File: config.mk
export PLATFORM = sky130hd
export DESIGN_NAME = store_buffer
export DESIGN_NICKNAME = d
export VERILOG_FILES = /design/src/rtl/store_buffer_pkg.sv /design/src/rtl/sb_match.sv /design/src/rtl/store_buffer.sv
export SDC_FILE = /design/constraint.sdc
export NUM_CORES = 1
export LEC_CHECK = 0
export CAP_MARGIN = 30
export CELL_PAD_IN_SITES_DETAIL_PLACEMENT = 0
export CELL_PAD_IN_SITES_GLOBAL_PLACEMENT = 1
export CORE_AREA = 2 2 215 164
export CTS_BUF_LIST = sky130_fd_sc_hd__clkbuf_8
export CTS_CLUSTER_DIAMETER = 60
export CTS_CLUSTER_SIZE = 20
export DETAILED_ROUTE_END_ITERATION = 10
export DIE_AREA = 0 0 217 166
export PLACE_DENSITY = 0.88
export SYNTH_ARGS = -nofsm -noshare
export SYNTH_HDL_FRONTEND = slang
export SYNTH_SLANG_ARGS = --single-unit
File: constraint.sdc
create_clock -name clk -period 7.8 [get_ports clk]
set_input_delay 1.56 -clock clk [delete_from_list [all_inputs] [get_ports clk]]
set_output_delay 1.56 -clock clk [all_outputs]
set_load 0.05 [all_outputs]
File: src/rtl/store_buffer_pkg.sv
// Shared types and constants for the store buffer between MEM and dmem.
package store_buffer_pkg;

    localparam int SB_DEPTH = 4;   // default number of queued stores
    localparam int WORD_OFS = 2;   // byte-offset bits below the word address
    localparam int SB_AW    = 32;  // address width carried in an entry
    localparam int SB_DW    = 32;  // data width carried in an entry

    // One posted store: byte address, data already lane-aligned, byte/word flag.
    typedef struct packed {
        logic [SB_AW-1:0] addr;
        logic [SB_DW-1:0] data;
        logic             byte_en;
    } sb_entry_t;

endpackage : store_buffer_pkg

File: src/rtl/sb_match.sv
// Youngest-match search over the queued stores for load forwarding.
// Ages are counted back from wr_ptr, so age 0 is the most recently pushed
// entry; the lowest matching age wins.
module sb_match
    import store_buffer_pkg::*;
#(
    parameter int DEPTH = SB_DEPTH,
    parameter int AW    = SB_AW,
    parameter int DW    = SB_DW
) (
    input  sb_entry_t                    entries [DEPTH],
    input  logic [DEPTH-1:0]             valid,
    input  logic [$clog2(DEPTH)-1:0]     wr_ptr,
    input  logic [AW-1:0]                ld_addr,
    output logic                         hit,
    output logic                         is_byte,
    output logic [DW-1:0]                data
);

    localparam int PW = $clog2(DEPTH);

    logic [PW-1:0]    age_idx [DEPTH];
    logic [DEPTH-1:0] age_match;
    logic [DEPTH-1:0] unused_addr_lsb;
    logic             unused_ok;

    // Map each age to its slot and flag word-address matches on valid slots.
    for (genvar gi = 0; gi < DEPTH; gi++) begin : g_age
        assign age_idx[gi]   = wr_ptr - PW'(gi + 1);
        assign age_match[gi] = valid[age_idx[gi]] &&
            (entries[age_idx[gi]].addr[AW-1:WORD_OFS] == ld_addr[AW-1:WORD_OFS]);
        assign unused_addr_lsb[gi] = ^entries[gi].addr[WORD_OFS-1:0];
    end

    // Byte offsets never take part in the word-granular compare.
    assign unused_ok = ^{unused_addr_lsb, ld_addr[WORD_OFS-1:0]};

    // Priority select: walk from oldest to youngest so the youngest match is the last write.
    always_comb begin
        hit     = 1'b0;
        is_byte = 1'b0;
        data    = '0;
        for (int k = DEPTH - 1; k >= 0; k--) begin
            if (age_match[k]) begin
                hit     = 1'b1;
                is_byte = entries[age_idx[k]].byte_en;
                data    = entries[age_idx[k]].data;
            end
        end
    end

endmodule : sb_match

File: src/rtl/store_buffer.sv
// Posted-write FIFO between the MEM stage and data memory. Stores are queued
// and drained in order, one per cycle, onto the dmem write port; younger loads
// get full-word forwarding or a stall on a byte-store overlap.
module store_buffer
    import store_buffer_pkg::*;
#(
    parameter int DEPTH = SB_DEPTH,
    parameter int AW    = SB_AW,
    parameter int DW    = SB_DW
) (
    input  logic                     clk,
    input  logic                     reset,
    // store side (MEM stage)
    input  logic                     st_valid,
    input  logic [AW-1:0]            st_addr,
    input  logic [DW-1:0]            st_data,
    input  logic                     st_byte,
    output logic                     st_ready,
    // load forwarding
    input  logic                     ld_valid,
    input  logic [AW-1:0]            ld_addr,
    output logic                     ld_hit,
    output logic [DW-1:0]            ld_data,
    output logic                     ld_stall,
    // dmem write port
    input  logic                     mem_ready,
    output logic                     mem_we,
    output logic [AW-1:0]            mem_a,
    output logic [DW-1:0]            mem_wd,
    output logic                     mem_b,
    // status
    output logic                     empty,
    output logic [$clog2(DEPTH):0]   count
);

    localparam int PW = $clog2(DEPTH);
    localparam int CW = PW + 1;

    sb_entry_t        entries_reg [DEPTH];
    logic [PW-1:0]    wr_ptr_reg;
    logic [PW-1:0]    rd_ptr_reg;
    logic [CW-1:0]    count_reg;

    logic             push;
    logic             drain;
    logic [DEPTH-1:0] valid;
    logic             m_hit;
    logic             m_is_byte;
    logic [DW-1:0]    m_data;

    // Handshakes depend only on registered occupancy, so a full buffer stays
    // closed even in a cycle where the head drains.
    assign empty    = (count_reg == '0);
    assign st_ready = (count_reg < CW'(DEPTH));
    assign count    = count_reg;
    assign push     = st_valid && st_ready;
    assign drain    = !empty && mem_ready;

    // Head entry drives the dmem port directly; it sits unchanged while empty.
    assign mem_we = !empty;
    assign mem_a  = entries_reg[rd_ptr_reg].addr;
    assign mem_wd = entries_reg[rd_ptr_reg].data;
    assign mem_b  = entries_reg[rd_ptr_reg].byte_en;

    // A slot is live when its distance from the head is below the occupancy.
    for (genvar gi = 0; gi < DEPTH; gi++) begin : g_valid
        logic [PW-1:0] ofs;
        assign ofs       = PW'(gi) - rd_ptr_reg;
        assign valid[gi] = (CW'(ofs) < count_reg);
    end

    // Entry payload: written on accepted push; stale slots are masked by valid.
    always_ff @(posedge clk) begin
        if (push) begin
            entries_reg[wr_ptr_reg] <= '{addr: st_addr, data: st_data, byte_en: st_byte};
        end
    end

    // FIFO control: pointers wrap naturally, count moves only on push xor drain.
    always_ff @(posedge clk) begin
        if (reset) begin
            wr_ptr_reg <= '0;
            rd_ptr_reg <= '0;
            count_reg  <= '0;
        end else begin
            if (push) begin
                wr_ptr_reg <= wr_ptr_reg + PW'(1);
            end
            if (drain) begin
                rd_ptr_reg <= rd_ptr_reg + PW'(1);
            end
            case ({push, drain})
                2'b10:   count_reg <= count_reg + CW'(1);
                2'b01:   count_reg <= count_reg - CW'(1);
                default: count_reg <= count_reg;
            endcase
        end
    end

    sb_match #(
        .DEPTH (DEPTH),
        .AW    (AW),
        .DW    (DW)
    ) u_match (
        .entries (entries_reg),
        .valid   (valid),
        .wr_ptr  (wr_ptr_reg),
        .ld_addr (ld_addr),
        .hit     (m_hit),
        .is_byte (m_is_byte),
        .data    (m_data)
    );

    // Forwarding outputs are quiet unless a load is actually present.
    assign ld_hit   = ld_valid && m_hit && !m_is_byte;
    assign ld_stall = ld_valid && m_hit && m_is_byte;
    assign ld_data  = ld_hit ? m_data : '0;

endmodule : store_buffer

==> summary.txt, run 1 <==
Yosys
  • Post-Synthesis Cells: 1337
  • Syn Std Cell Area: 0.0174 sq mm
  • Most used DFF post-synth: edfxtp_1
  • Synthesized area per cell: 13.0 sq um
  • Synth warn: 0
  • Seq/Total Area, Yosys: 45.7%
  • Post-synth cell types: 66
  • Post-synth EDFFs: 260
  • Synthesized Nets: 1449
  • Flops & latches, synth: 267
  • Asr flop ratio synth: 0%

Min path
  • Hold Path Cell Cnt: 2
  • HP Class: reg2reg

Detailed routing
  • Antenna-violating nets left: 0
  • Initial DRC Count: 1133
  • WL/cell: 24.3 um
  • Drt total wl: 47500 um
  • Vias per inst: 6.21
  • First-pass iteration count of the detailed router: 5
  • Vias post-DR: 12100
  • DRC viols: 0

Die
  • Die H: 166 um
  • Die area: 0.0360 sq mm
  • Initial Util: 51.0%
  • DIE WIDTH: 217 um
  • Number of placement rows: 59
  • Core area: 0.0341 sq mm
  • I/O pin count: 207

Power
  • Max VDD drop: 0.000167 V
  • Pleak: 6.32 nW
  • Total Power: 6.07 mW
  • Power density cells: 299 mW/mm^2

Timing
  • Total Negative Setup Slacks: 0 ps
  • Fin. Hold Viols: 0
  • Final Max Slew Viols: 0
  • Min cycle time layout: 7560 ps
  • Worst Setup Slack, final: 240 ps
  • Worst-Margin Slew: 949 ps
  • F_max: 0.132 GHz
  • Hold slack: 538 ps
  • Final worst path period share: 96.9%
  • # setup viols final: 0
  • Final setup skew: 43.8 ps
  • RSZ-0062 raised after global routing: false
  • Rel. slew slack: 36.7%

Placement
  • Pre-CTS setup slack: 542 ps
  • HPWL reported at the end of detailed placement: 32400 um
  • GP Congestion: 0.929
  • Dpl cells: 1907
  • Placed cell area: 0.0197 sq mm
  • IO buf count: 204

Finish
  • Post-layout instance area: 0.0203 sq mm
  • Layout cell share with drive strength beyond 1: 21.9%
  • Final Util: 59.4%
  • Max reg flops: 260
  • Fin cells: 1956
  • Area growth, synth to finish: 16.6%
  • Fin nets: 1589

Setup path
  • R2R Path End: entries_reg[186]
  • Startpoint types: primary input
  • Reg2Reg Setup Slack: 4440 ps
  • Worst setup endpoint: ld_data[26]
  • CP endpoint kind: output pin
  • RR Startpoint: wr_ptr_reg[0]
  • CP max FO: 18
  • Worst R2R Path Depth: 5
  • Critical Path AT: 6000 ps
  • Critical path class: in2out
  • CP startpoint: ld_addr[21]
  • Worst EP required: 6240 ps

Status
  • Status: finished clean

Clock tree
  • # hold bufs at CTS: 0
  • Clock transition at path regs: 80 ps
  • Clk buf depth: 3
  • CTS sink cnt: 267
  • PostCTS Resize Cnt: 0
  • Total CTS buffers: 25
  • CTS tree: done
  • Latest clock arrival within the worst-skew pair: 620 ps
  • Root Driver: clkbuf_8
  • H-tree levels: 1
  • Postcts setup bufs: 0

Flow run
  • MaxCap Viol Count: 0

GRT
  • Antenna violations before repair: 4
  • Number of global-route vias before repair: 12000
  • Pin count of the biggest net entering global routing: 77
  • Total grt overflow: 0
  • First-pass GRT wire length: 72200 um
  • Aggregate global-route resource usage: 26.2%
## logic make-up after synthesis
group / Yosys count / share of synthesized area (%)
AOI/OAI and AO/OA: 225 / 9.12
xor gates and xnor gates: 130 / 6.55
adders and majority gates: 10 / 0.763
buffers and inverters: 130 / 3.61
DFF: 267 / 45.7
muxes: 339 / 27.6
and+or+nand+nor: 236 / 6.60
## power by group
group          internal (mW)  switching [mW]  leakage, nW
combinational           1.26            1.84         3.59
clock                  0.435           0.559        0.289
sequential              1.77           0.206         2.44
## critical path, cell delays in order
cell             delay [ps]
clkdlybuf4s50_1         650
xnor2_1                 240
nor3_1                  500
nand3_1                 130
a2111oi_0               790
and3_1                  390
a41oi_2                 330
buf_4                   340
or2_1                   260
a2111oi_2               500
buf_4                   290
## per-layer routing
layer  vias up  GRT usage, %  share of wire, %
met4         2          6.88               2.4
met5         -             0             0.027
met2       467          39.5                45
met1      6127          37.0                43
met3        73          8.19               9.3
li1       5479             -                 -
## cells in the mapped netlist, types with 5 or more instances
master	n	share of area [%]
a21oi_1	112	3.2
a211oi_1	6	0.26
nand4_1	15	0.54
xnor2_1	102	5.1
nor3_1	14	0.40
edfxtp_1	260	45
nor4_1	9	0.32
nand2_1	10	0.22
buf_6	13	0.84
mux4_2	106	14
buf_1	22	0.48
o21ai_0	36	1.0
ha_1	9	0.65
xor2_1	28	1.4
inv_1	9	0.19
nor2_1	119	2.6
or2_1	31	1.1
mux2_2	69	4.5
nand3_1	11	0.32
dfxtp_1	7	0.81
a2111oi_2	29	2.5
buf_2	14	0.40
o22ai_1	6	0.22
clkbuf_1	61	1.3
buf_4	5	0.22
mux2i_1	164	9.4
## final cells by class
type	instances	area, sq um
clock buffer	25	344
tap	457	572
inverter	11	41.3
sequential	267	7960
clock inverter	21	263
fill	2700	13800
multi-input combinational	940	8840
timing repair buffer	232	2240
antenna	3	7.51
## how the worst min path moves through the flow
stage	endpoint	startpoint	slack, ps
global route	count[1]	count[1]	590
finish	count[1]	count[1]	540
CTS	count[1]	count[1]	540
detailed placement	count[1]	count[1]	510
floorplan	count[1]	count[1]	750
global placement	count[1]	count[1]	510
## cells in the final DEF (no fill, tap or decap), drive strengths merged, types with 3 or more instances in the layout
| master | instances |
|---|---|
| or2 | 34 |
| o21ai | 37 |
| xnor2 | 102 |
| a22oi | 3 |
| or3 | 4 |
| nand4 | 15 |
| mux2i | 164 |
| mux2 | 69 |
| clkinvlp | 5 |
| nor2 | 119 |
| a21oi | 113 |
| ha | 9 |
| buf | 62 |
| clkinv | 8 |
| and2 | 4 |
| nand2 | 10 |
| dfxtp | 7 |
| clkbuf | 25 |
| o2111ai | 4 |
| nor4 | 9 |
| mux4 | 106 |
| o22ai | 6 |
| bufinv | 3 |
| nor3 | 15 |
| edfxtp | 260 |
| xor2 | 28 |
| diode | 3 |
| a2111oi | 36 |
| a211oi | 6 |
| clkdlybuf4s50 | 170 |
| nand3 | 11 |
| o311ai | 3 |
| inv | 16 |
Note: power is estimated with default switching activity, not from simulation.
==> run 2, diff against run 1 <==
Clock period 7.8 ns to 8.9 ns, I/O delays scaled along.
==> run 2 against run 1 <==
Total power fell by 13%. Die area did not move. Critical path type unchanged. Routed wire length grew 0.12%. Clock skew shrank 17 ps. Sequential share of layout area shrank 0.056 points. Sequential power down 13%. Combinational power is 12% lower.
==> summary.txt, run 2 (synthesis results as in run 1) <==
Setup path
  • CP max FO: 32
  • Worst R2R Path Depth: 4
  • CP endpoint kind: output pin
  • Reg2Reg Setup Slack: 5970 ps
  • Critical path class: in2out
  • R2R Path End: entries_reg[107]
  • CP startpoint: ld_addr[21]
  • Critical Path AT: 6720 ps
  • Startpoint types: primary input
  • Worst setup endpoint: ld_data[1]
  • Worst EP required: 7120 ps
  • RR Startpoint: wr_ptr_reg[1]

GRT
  • GR Layer Usage met2: 39.8%
  • Antenna violations before repair: 5
  • Met3 usage: 6.41%
  • First-pass GRT wire length: 72900 um
  • Met1 Use GR: 38.7%
  • Number of global-route vias before repair: 12000
  • Pin count of the biggest net entering global routing: 73
  • GRT busiest layer: met2
  • Aggregate global-route resource usage: 26.5%
  • Total grt overflow: 0

Finish
  • Max reg flops: 260
  • Area growth, synth to finish: 16.8%
  • Layout cell share with drive strength beyond 1: 19.5%
  • Commonest non-fill, non-tap cell in the layout: edfxtp_1
  • Fin nets: 1584
  • Most frequent cells in the layout: edfxtp_1, clkdlybuf4s50_1, mux2i_1
  • Fin cells: 1949

Power
  • Max VDD drop: 0.000256 V
  • Power density cells: 259 mW/mm^2
  • Pleak: 6.24 nW

Placement
  • Dpl cells: 1902
  • Pre-CTS setup slack: 713 ps
  • GP Congestion: 0.945
  • HPWL reported at the end of detailed placement: 31900 um
  • IO buf count: 204

Die
  • Initial Util: 51.0%
  • Number of placement rows: 59
  • DIE WIDTH: 217 um
  • Die area: 0.0360 sq mm
  • Core area: 0.0341 sq mm
  • Die H: 166 um
  • I/O pin count: 207

Timing
  • Final worst path period share: 95.5%
  • Worst Setup Slack, final: 401 ps
  • Total Negative Setup Slacks: 0 ps
  • F_max: 0.118 GHz
  • Fin. Hold Viols: 0
  • Worst-Margin Slew: 860 ps
  • Min cycle time layout: 8500 ps
  • Rel. slew slack: 41.2%
  • RSZ-0062 raised after global routing: false
  • Final Max Slew Viols: 0
  • Final setup skew: 26.8 ps
  • # setup viols final: 0

Detailed routing
  • Antenna-violating nets left: 0
  • DRC viols: 0
  • First-pass iteration count of the detailed router: 6
  • Initial DRC Count: 1407
  • WL/cell: 24.4 um
  • Vias per inst: 6.26
  • Vias post-DR: 12200
  • Drt total wl: 47600 um

Clock tree
  • # hold bufs at CTS: 0
  • PostCTS Resize Cnt: 0
  • Postcts setup bufs: 0
  • H-tree levels: 1
  • Latest clock arrival within the worst-skew pair: 620 ps
  • CTS tree: done
  • Total CTS buffers: 24
  • Clock transition at path regs: 110 ps
  • Clk buf depth: 3
  • CTS sink cnt: 267
  • Root Driver: clkbuf_8

Min path
  • Hold path startpoint: count[1]
  • HP Class: reg2reg

Flow run
  • MaxCap Viol Count: 0

Status
  • Status: finished clean
run 2: cell count changes in the layout (fill, tap and decap cells not counted), moves of 3 or more:
cell             previous run  this run
clkinvlp_4                  5         2
clkdlybuf4s50_1           170       203
inv_6                       0         4
buf_4                      57        18
run 2: critical path, cell delays in order:
cell,delay (ps)
clkdlybuf4s50_1,680
xnor2_1,250
nor3_1,510
nand3_1,140
a2111oi_0,810
and3_1,390
a41oi_2,130
buf_4,280
or2_1,270
a2111oi_1,540
clkdlybuf4s50_1,910
run 2: power by group:
group	total (mW)	switching (mW)	internal (mW)	leakage [nW]
combinational	2.72	1.62	1.10	3.52
sequential	1.71	0.159	1.55	2.44
clock	0.832	0.503	0.328	0.277
total	5.26	2.29	2.98	6.24
run 2: per-stage QoR:
| step | instance area, sq um | power (mW) | utilization, % | hold slack, ps |
|---|---|---|---|---|
| after floorplan | 17400 | 3.69 | - | 753 |
| after global placement | 19700 | 4.41 | 57.7 | 501 |
| after detailed placement | 19700 | 4.44 | 57.8 | 509 |
| after CTS | 20300 | 5.28 | 59.4 | 543 |
| after global routing | 20300 | 5.50 | 59.5 | 584 |
| final | 20300 | 5.26 | 59.5 | 541 |
run 2: layout make-up:
| cell class | instances | area [sq um] |
|---|---|---|
| Timing Repair Buffer | 228 | 2320 |
| Clock buffer | 25 | 344 |
| Antenna cell | 3 | 7.51 |
| Fill cell | 2716 | 13800 |
| Clock inverter | 18 | 206 |
| Tap cell | 457 | 572 |
| Sequential cell | 267 | 7960 |
| Inverter | 11 | 41.3 |
| Multi-Input combinational cell | 940 | 8840 |
run 2: how the worst min path moves through the flow:
stage	endpoint	slack [ps]	depth (start not counted)
final	count[1]	540	2
after global routing	count[1]	580	2
after CTS	count[1]	540	2
after detailed placement	count[1]	510	2
after global placement	count[1]	500	2
after floorplan	count[1]	750	2
run 2: routing by layer:
layer / part of all wire (%) / up-vias / routed length [um]
met1: 43 / 6117 / 20400
met3: 9.4 / 72 / 4470
li1: - / 5485 / -
met2: 45 / 526 / 21600
met4: 2.3 / 4 / 1100
met5: 0.055 / - / 26
==> run 3, diff against run 2 <==
Settings changed: CAP_MARGIN 30 to 20.
==> run 3 against run 2 <==
Via count increased by 0.27%. Total power about the same. Die area unchanged. Largest cell class unchanged.
==> summary.txt, run 3 (synthesis results as in run 1) <==
Setup path
  • CP endpoint kind: output pin
  • Critical Path AT: 6660 ps
  • Critical path class: in2out
  • CP max FO: 32
  • Worst EP required: 7120 ps
  • Worst path cell trace: clkdlybuf4s50_1 -> xnor2_1 -> nor3_1 -> nand3_1 -> a2111oi_0 -> and3_1 -> a41oi_2 -> buf_4 -> or2_1 -> a2111oi_1 -> clkdlybuf4s50_1
  • Crit-path slowest cell: clkdlybuf4s50_1
  • Startpoint types: primary input
  • Critical path's most frequent cell: clkdlybuf4s50_1
  • CP max stage delay: 910 ps

Flow run
  • MaxCap Viol Count: 0

Finish
  • Post-layout instance area: 0.0202 sq mm
  • Commonest non-fill, non-tap cell in the layout: edfxtp_1
  • Fin nets: 1582
  • Area growth, synth to finish: 16.4%
  • Most frequent cells in the layout: edfxtp_1, clkdlybuf4s50_1, mux2i_1
  • # fillers: 2789
  • Max reg flops: 260
  • Layout cell share with drive strength beyond 1: 19.4%

Timing
  • Worst-Margin Slew: 1090 ps
  • Final worst path period share: 94.8%
  • Hold slack: 540 ps
  • Rel. slew slack: 27.6%
  • Final Max Slew Viols: 0
  • Min cycle time layout: 8440 ps
  • Fin. Hold Viols: 0
  • F_max: 0.119 GHz
  • Final setup skew: 28.8 ps
  • # setup viols final: 0
  • RSZ-0062 raised after global routing: false
  • Total Negative Setup Slacks: 0 ps

Clock tree
  • Total CTS buffers: 24
  • # hold bufs at CTS: 0
  • Latest clock arrival within the worst-skew pair: 620 ps
  • H-tree levels: 1
  • Postcts setup bufs: 0
  • CTS tree: done
  • PostCTS Resize Cnt: 0
  • CTS sink cnt: 267
  • Clk buf depth: 3
  • Root Driver: clkbuf_8
  • Clock transition at path regs: 100 ps

Placement
  • Placed cell area: 0.0197 sq mm
  • IO buf count: 204
  • GP Congestion: 0.945
  • HPWL reported at the end of detailed placement: 31800 um

GRT
  • GRT busiest layer: met2
  • Total grt overflow: 0
  • Pin count of the biggest net entering global routing: 77
  • Met3 usage: 5.29%
  • Aggregate global-route resource usage: 26.5%
  • Met1 Use GR: 39.6%
  • Number of global-route vias before repair: 12100
  • GR Layer Usage met2: 39.9%
  • Antenna violations before repair: 3
  • First-pass GRT wire length: 73100 um

Power
  • Logic pwr share: 51.7%
  • Int Power: 2.99 mW
  • Register share of total power: 32.5%
  • Power density cells: 260 mW/mm^2
  • Switching part of the total: 43.2%
  • Switch Pwr: 2.27 mW
  • Clock share of power: 15.9%
  • Max VDD drop: 0.000195 V
  • Pleak: 6.21 nW

Die
  • Number of placement rows: 59
  • Die area: 0.0360 sq mm
  • DIE WIDTH: 217 um
  • Core area: 0.0341 sq mm
  • I/O pin count: 207
  • Die H: 166 um
  • Initial Util: 51.0%

Min path
  • HP Class: reg2reg

Detailed routing
  • Initial DRC Count: 1278
  • WL/cell: 24.7 um
  • First-pass iteration count of the detailed router: 5
  • Antenna-violating nets left: 0
  • Vias post-DR: 12200
  • DRC viols: 0
  • Vias per inst: 6.29
  • Drt total wl: 48000 um

Status
  • Status: finished clean
[run 3: layout make-up]
class                   instances  area, sq um  share of cell area, %
clock inverters                18          203                   1.00
clock buffers                  25          344                   1.70
multi-input cells             940         8840                   43.7
well taps                     457          572                   2.83
inverters                      11         41.3                  0.204
diodes                          1         2.50                 0.0124
repair buffers                226         2270                   11.2
flip-flops and latches        267         7960                   39.3
[run 3: power groups by stage]
stage          combinational (mW)  clock (mW)  sequential, mW
2_1_floorplan                2.04           0            1.65
3_3_place_gp                 2.68           0            1.73
3_5_place_dp                 2.70           0            1.74
4_1_cts                      2.71       0.851            1.71
5_1_grt                      2.87       0.897            1.73
6_report                     2.72       0.834            1.71
[run 3: per-stage QoR]
stage	cells	setup slack (ps)	utilization, %	power (mW)
2_1_floorplan	1337	928	-	3.69
3_3_place_gp	1901	742	57.7	4.41
3_5_place_dp	1901	702	57.7	4.44
4_1_cts	1944	672	59.3	5.27
5_1_grt	1945	419	59.3	5.50
6_report	1945	465	59.3	5.26
[run 3: final timing paths]
kind | end | cells past startpoint | slack (ps) | start
worst max register to register | entries_reg[107] | 4 | 5900 | wr_ptr_reg[1]
worst min register to register | count[1] | 2 | 540 | count[1]
worst min-delay path | count[1] | 2 | 540 | count[1]
worst max-delay path | ld_data[1] | 11 | 460 | ld_addr[21]
[run 3: worst max-delay path, delay by kind of cell]
family / cells / cell delay, ps
xor+xnor: 1 / 250
buf+inv: 3 / 1860
simple gates: 4 / 1320
compound gates: 3 / 1420
[run 3: metal layers]
| layer | wire length, um | part of all wire, % |
|---|---|---|
| met5 | 25 | 0.052 |
| met4 | 1170 | 2.4 |
| met3 | 4290 | 8.9 |
| met2 | 21400 | 45 |
| met1 | 21100 | 44 |
